**src/rtl/cache_mem_arbiter.sv**
```systemverilog
// Round-robin arbiter sharing one memory line port between the I-cache and D-cache.
// Optional saturating grant/conflict counters are enabled with CACHE_ARB_PERF_CNT_EN.
module cache_mem_arbiter #(
  parameter int ADDR_W = 16,
  parameter int LINE_W = 128
) (
  input  logic              clk,
  input  logic              rst,
  input  logic              icache_pmem_read,
  input  logic [ADDR_W-1:0] icache_pmem_address,
  output logic              icache_pmem_resp,
  output logic [LINE_W-1:0] icache_pmem_rdata,
  input  logic              dcache_pmem_read,
  input  logic              dcache_pmem_write,
  input  logic [ADDR_W-1:0] dcache_pmem_address,
  input  logic [LINE_W-1:0] dcache_pmem_wdata,
  output logic              dcache_pmem_resp,
  output logic [LINE_W-1:0] dcache_pmem_rdata,
  output logic              pmem_read,
  output logic              pmem_write,
  output logic [ADDR_W-1:0] pmem_address,
  output logic [LINE_W-1:0] pmem_wdata,
  input  logic              pmem_resp,
  input  logic [LINE_W-1:0] pmem_rdata
`ifdef CACHE_ARB_PERF_CNT_EN
  ,
  output logic [31:0]       perf_igrants,
  output logic [31:0]       perf_dgrants,
  output logic [31:0]       perf_conflicts
`endif
);

  typedef enum logic [1:0] {IDLE, I_BUSY, D_BUSY} state_t;

  state_t              state_reg, state_next;
  logic                last_grant_reg, last_grant_next;  // 1 = D-cache won last
  logic                op_write_reg, op_write_next;
  logic [ADDR_W-1:0]   addr_reg, addr_next;
  logic [LINE_W-1:0]   wdata_reg, wdata_next;

  logic idle, i_req, d_req, grant_i, grant_d;

  assign idle  = (state_reg == IDLE);
  assign i_req = icache_pmem_read;
  assign d_req = dcache_pmem_read | dcache_pmem_write;
  // On a tie the side that did not win last time takes the port.
  assign grant_i = idle & i_req & (~d_req | last_grant_reg);
  assign grant_d = idle & d_req & ~grant_i;

  always_ff @(posedge clk or posedge rst) begin
    if (rst) begin
      state_reg      <= IDLE;
      last_grant_reg <= 1'b1;
      op_write_reg   <= 1'b0;
      addr_reg       <= '0;
      wdata_reg      <= '0;
    end else begin
      state_reg      <= state_next;
      last_grant_reg <= last_grant_next;
      op_write_reg   <= op_write_next;
      addr_reg       <= addr_next;
      wdata_reg      <= wdata_next;
    end
  end

  always_comb begin
    state_next       = state_reg;
    last_grant_next  = last_grant_reg;
    op_write_next    = op_write_reg;
    addr_next        = addr_reg;
    wdata_next       = wdata_reg;
    pmem_read        = 1'b0;
    pmem_write       = 1'b0;
    icache_pmem_resp = 1'b0;
    dcache_pmem_resp = 1'b0;
    case (state_reg)
      IDLE: begin
        if (grant_i) begin
          state_next      = I_BUSY;
          last_grant_next = 1'b0;
          op_write_next   = 1'b0;
          addr_next       = icache_pmem_address;
        end else if (grant_d) begin
          state_next      = D_BUSY;
          last_grant_next = 1'b1;
          // A simultaneous read and write is illegal; the read wins.
          op_write_next   = dcache_pmem_write & ~dcache_pmem_read;
          addr_next       = dcache_pmem_address;
          wdata_next      = dcache_pmem_wdata;
        end
      end
      I_BUSY: begin
        pmem_read        = 1'b1;
        icache_pmem_resp = pmem_resp;
        if (pmem_resp) state_next = IDLE;
      end
      D_BUSY: begin
        pmem_read        = ~op_write_reg;
        pmem_write       = op_write_reg;
        dcache_pmem_resp = pmem_resp;
        if (pmem_resp) state_next = IDLE;
      end
      default: state_next = IDLE;
    endcase
  end

  assign pmem_address      = addr_reg;
  assign pmem_wdata        = wdata_reg;
  assign icache_pmem_rdata = pmem_rdata;
  assign dcache_pmem_rdata = pmem_rdata;

`ifdef CACHE_ARB_PERF_CNT_EN
  logic [2:0] perf_inc;
  assign perf_inc = {idle & i_req & d_req, grant_d, grant_i};

  generate
    for (genvar gi = 0; gi < 3; gi++) begin : g_perf
      logic [31:0] cnt_reg;
      always_ff @(posedge clk or posedge rst) begin
        if (rst)
          cnt_reg <= '0;
        else if (perf_inc[gi] && (cnt_reg != '1))
          cnt_reg <= cnt_reg + 32'd1;
      end
    end
  endgenerate

  assign perf_igrants   = g_perf[0].cnt_reg;
  assign perf_dgrants   = g_perf[1].cnt_reg;
  assign perf_conflicts = g_perf[2].cnt_reg;
`endif

endmodule

```
**config.mk**
```make
export PLATFORM = sky130hd
export DESIGN_NAME = cache_mem_arbiter
export DESIGN_NICKNAME = d
export VERILOG_FILES = /design/src/rtl/cache_mem_arbiter.sv
export SDC_FILE = /design/constraint.sdc
export NUM_CORES = 1
export LEC_CHECK = 0
export CAP_MARGIN = 20
export CORE_AREA = 8 8 264 266
export CTS_CLUSTER_SIZE = 40
export DETAILED_ROUTE_END_ITERATION = 8
export DIE_AREA = 0 0 272 274
export DONT_BUFFER_PORTS = 1
export SLEW_MARGIN = 20
export SYNTH_ARGS = -nofsm -noshare
export SYNTH_HDL_FRONTEND = slang
export SYNTH_SLANG_ARGS = --single-unit
```
**constraint.sdc**
```tcl
create_clock -name clk -period 10.1 [get_ports clk]
set_input_delay 0.505 -clock clk [delete_from_list [all_inputs] [get_ports clk]]
set_output_delay 0.505 -clock clk [all_outputs]
set_load 0.05 [all_outputs]
```
# Word-level counts from Yosys, hierarchy flattened

Index checks and enable logic that the tools add are counted.

Bitwise gates (word level): 11
Muxes and demuxes: 14
Reduce and logical (&&, ||, !) cells: 6
Equal/unequal tests: 4

Operators with widths:

| kind                                                 | count |
|---|---|
| two-way mux 16 bit                                   | 2 |
| two-way mux 1 bit                                    | 7 |
| two-way mux 2 bit                                    | 3 |
| AND 1 bit                                            | 5 |
| inverter 1 bit                                       | 4 |
| one-hot mux 2 bit (2 select lines)                   | 1 |
| AND reduction 2 bit                                  | 2 |
| != test 3 x 1 -> 1 bit (second input constant)       | 1 |
| AND reduction 3 bit                                  | 1 |
| equality test 2 x 1 -> 1 bit (second input constant) | 1 |
| equality test 2 bit (second input constant)          | 1 |
| logical NOT 2 bit                                    | 1 |
| != test 2 x 1 -> 1 bit (second input constant)       | 1 |
| OR 1 bit                                             | 2 |
| one-hot mux 1 bit (2 select lines)                   | 1 |
| nonzero test 2 bit                                   | 1 |
| OR reduction 2 bit                                   | 1 |

Register bits: 148
Word-level logic and storage cells: 40
Bits of input ports: 294
Output and inout bits: 404

# Depth between registers and ports, before layout

Depth after elaboration: 9
Depth in mapped cells: 8
Gate-level depth less buffers: 5

# Worst setup path before layout

No wires, ideal clock.

Path type: register to register
Start point: register state_reg[0]
End point: register addr_reg[8] (netlist: pmem_address[8])
Period minus slack after synthesis: 1.645 ns
Data arrival time: 1.567 ns
Buffers on the path: 3
Library setup time: 0.077 ns
Stages on the path, launching flop included: 9
Slack: 8.455 ns
Required time: 10.023 ns
Cells stage by stage: dfrtp_1 -> inv_1 -> ha_1 -> buf_2 -> and2_0 -> clkbuf_1 -> clkbuf_1 -> a31oi_1 -> a21oi_1

Cells in the longest elaborated chain, start to end: 7
Elaborated cells on any way between the ends: 9
Those cells by class: mux (1); bitwise (5); reduce/logical (3)

Ends and longest elaborated chain:

| what                                 | line   | text |
|---|---|---|
| start: declaration                   | 35     | `state_t state_reg, state_next;` |
| start signal: assignment             | 58     | `state_reg <= state_next;` |
| logical NOT 2 bit *                  | 43, 76 |  |
| AND 1 bit (2 in series)              | 47     | `assign grant_i = idle & i_req & (~d_req \| last_grant_reg);` |
| inverter 1 bit (no source line)      | --     |  |
| AND 1 bit                            | 48     | `assign grant_d = idle & d_req & ~grant_i;` |
| nonzero test 2 bit (no source line)  | --     |  |
| AND reduction 2 bit (no source line) | --     |  |
| end signal: assignment               | 61     | `addr_reg <= addr_next;` |
| end: declaration                     | 38     | `logic [ADDR_W-1:0] addr_reg, addr_next;` |

Mark *: on every way between the ends. The rest lies on a longest branch, timed or not.
A chain may end at the register's enable or synchronous reset.

# Final worst setup path

Start point: register state_reg[0]
End point: register wdata_reg[4] (netlist: pmem_wdata[4])

Cells in the longest elaborated chain, start to end: 6
Elaborated cells on any way between the ends: 7
Those cells by class: bitwise (5); reduce/logical (2)

Ends and longest elaborated chain:

| what                                   | line   | text |
|---|---|---|
| logical NOT 2 bit *                    | 43, 76 |  |
| AND 1 bit (2 in series)                | 47     |  |
| inverter 1 bit (no source line)        | --     |  |
| AND 1 bit                              | 48     |  |
| AND reduction 3 bit (no source line) * | --     |  |
| end signal: assignment                 | 62     | `wdata_reg <= wdata_next;` |
| end: declaration                       | 39     | `logic [LINE_W-1:0] wdata_reg, wdata_next;` |

Marks and branches as above.

==> key figures <==
Critical path
  – Reg-to-Reg End: pmem_wdata[4]
  – Reg2reg path depth: 5
  – Setup crit start kind: flop
  – Crit Path Max Fanout: 67
  – Critical Path End Type: flop
  – Crit path DAT: 3140 ps
  – R2r setup slk: 7310 ps
  – Reg2reg start: state_reg[0]
  – WS Path Type: reg2reg
  – Worst Path Required: 10450 ps

Synth
  – Syn. warnings: 0
  – Dominant cell type by area after synthesis: dfrtp_1
  – Most used DFF post-synth: dfrtp_1
  – #FFs+latches synth: 148
  – Fraction of registers with async set/reset: 1.00
  – Share of the synthesized area in the top cell type: 0.474
  – Unique masters post-synth: 27
  – Synthesized area: 0.00777 mm2
  – Syn Inst Count: 649
  – Top post-synthesis cells by area: dfrtp_1 (47%), buf_4 (25%), mux2_1 (13%), mux2_2 (5.9%), buf_6 (1.4%)
  – Avg Inst Size Synth: 12.0 um2
  – Post-synthesis sequential area ratio: 0.477
  – Syn nets: 946
  – Number of synthesized flops with an enable pin: 0

Power and ir drop
  – Total Power: 3.45 mW
  – Leakage power: 2.74 nW
  – PwrDens: 467 mW/mm2
  – Maximum VDD drop: 185 uV

Routing
  – First DRT Iteration DRCs: 106
  – Residual DRC: 0
  – Vias per inst: 2.87
  – Number of routed nets with antenna violations: 0
  – Routed WL per cell: 22.2 um
  – Via Count: 3667
  – Final WL: 28400 um
  – Iteration count of the initial detailed-routing pass: 4

Layout
  – Max reg flops: 128
  – Layout cells sized above 1: 0.204
  – Nets: 691
  – Synth-to-layout area growth: -4.91%

CTS
  – Post-cts repair resize count: 0
  – CTS Sinks: 148
  – Hold Buf Count CTS: 0
  – Clock buffer depth: 2
  – # Post-CTS Setup Buffers: 0
  – CTS Buf Count: 17
  – Clk_lat worst skew: 460 ps
  – CTS clk-pin slew, worst paths: 70 ps
  – H-tree Lvls: 4
  – CTS tree: yes
  – Root buf cell: clkbuf_16

Timing
  – Sum Neg Setup Slack: 0 ps
  – Tightest Pin Transition: 1070 ps
  – Final max-slew violation count: 0
  – Setup WS post-layout: 7310 ps
  – Max-slew headroom: 0.284
  – Endpoints failing hold: 0
  – Final Setup Violations: 0
  – Final Critical Period: 2790 ps
  – Unrepaired setup endpoints after global routing: no
  – F_max: 0.358 GHz
  – Clk_skew: 11.3 ps
  – Period utilisation layout: 0.276

Flow run
  – Max_cap viols: 0

Worst hold path
  – HP Class: in2async

Global route
  – GRT Util Overall: 0.0737
  – Number of global-route vias before repair: 4221
  – Largest net degree at the start of global routing: 85
  – First-pass GRT wire length: 36900 um
  – GRT overflow: 0
  – Initial antenna violation count: 20

Floorplanning
  – Core Area: 0.0653 mm2
  – Ports: 698
  – Initial core utilization: 0.119
  – Die Ht: 274 um
  – Die area: 0.0745 mm2
  – Die span in x: 272 um
  – Num rows: 94

Placed design
  – DP HPWL: 23300 um
  – Place WS: 7220 ps
  – GPL Wtd Cong: 0.736
  – IO Port Bufs: 0

Status
  – Outcome: finished clean
[layout by cell type, fill, tap and decap left out]
cell / n
o31ai_2: 1
dfrtp_1: 147
and2_0: 1
o22ai_1: 1
clkinv_2: 1
o21bai_1: 2
clkinv_4: 1
clkinvlp_4: 3
o21ai_0: 17
ha_1: 3
diode_2: 7
clkbuf_16: 17
a2bb2oi_2: 1
dfstp_2: 1
o21a_1: 1
nand2b_1: 1
inv_6: 7
o21ba_2: 1
nor2_1: 17
and2_1: 3
a31oi_1: 16
nand2_1: 4
inv_1: 3
buf_4: 4
nand2_4: 1
clkbuf_8: 2
o31a_1: 1
a21oi_1: 17
mux2_2: 41
mux2_1: 87
nor2b_1: 2
o32ai_1: 1
inv_8: 2
[critical path, stage by stage, from the launching register on]
cell,delay [ps]
dfrtp_1,360
inv_1,80
ha_1,310
nand2_4,670
buf_4,750
mux2_2,420
[worst max path at each step]
| stage | from | to | slack (ps) | cells past startpoint |
|---|---|---|---|---|
| 6_report | state_reg[0] | pmem_wdata[4] | 7310 | 5 |
| 2_1_floorplan | rst | op_write_reg | 5620 | 1 |
| 5_1_grt | state_reg[0] | pmem_wdata[1] | 7040 | 5 |
| 4_1_cts | state_reg[0] | pmem_wdata[2] | 7210 | 5 |
| 3_5_place_dp | state_reg[0] | pmem_wdata[4] | 7220 | 5 |
| 3_3_place_gp | state_reg[0] | pmem_wdata[4] | 7320 | 5 |
[routing by layer]
metal	global-route usage	routed length [um]
met5	0	73
met1	0.0598	8250
met2	0.107	12300
met3	0.0699	5570
met4	0.0628	2140
[power by group]
group,total [mW],switching (mW),internal [mW],leakage [nW]
Combinational,0.608,0.312,0.297,0.739
Clock,0.620,0.285,0.334,0.272
Sequential,2.22,1.34,0.879,1.73
Total,3.45,1.94,1.51,2.74
[synth_stat cells, types with 3 or more instances]
cell type	n
buf_4	256
dfrtp_1	147
mux2_1	87
mux2_2	41
a21oi_1	17
nor2_1	17
o21ai_0	17
a31oi_1	16
buf_6	10
buf_2	6
clkbuf_1	6
nand2_1	5
inv_1	4
and2_1	3
ha_1	3
[kinds of logic (layout without fill, tap and decap cells)]
kind of cell	Yosys count	after routing	share of synthesized area
AO/OA/AOI/OAI	59	59	0.0456
adder cells (fa/ha/maj)	3	3	0.00483
buffers and inverters	282	40	0.271
flip-flops	148	148	0.477
multiplexers	128	128	0.186
other	0	7	0
AND/OR/NAND/NOR	29	29	0.0163
[metrics by stage]
| stage | utilization | cell area [um2] | hold WS, ps | std cells |
|---|---|---|---|---|
| 6_report | 0.113 | 7380 | 54.2 | 1278 |
| 5_1_grt | 0.113 | 7370 | 96.3 | 1271 |
| 4_1_cts | 0.113 | 7370 | 54.7 | 1271 |
| 3_5_place_dp | 0.104 | 6800 | 476 | 1239 |
| 3_3_place_gp | 0.104 | 6800 | 469 | 1239 |
| 2_1_floorplan | - | 7770 | 456 | 649 |
[layout make-up]
class                      instances  area, um2
multi-input combinational        219       1970
clock buffer                      19        453
clock inverter                    13        111
timing repair buffer               4       30.0
antenna                            7       17.5
sequential                       148       3700
inverter                           4       20.0
fill                            7414      57900
tap                              864       1080
Note: power is estimated with default switching activity, not from simulation.
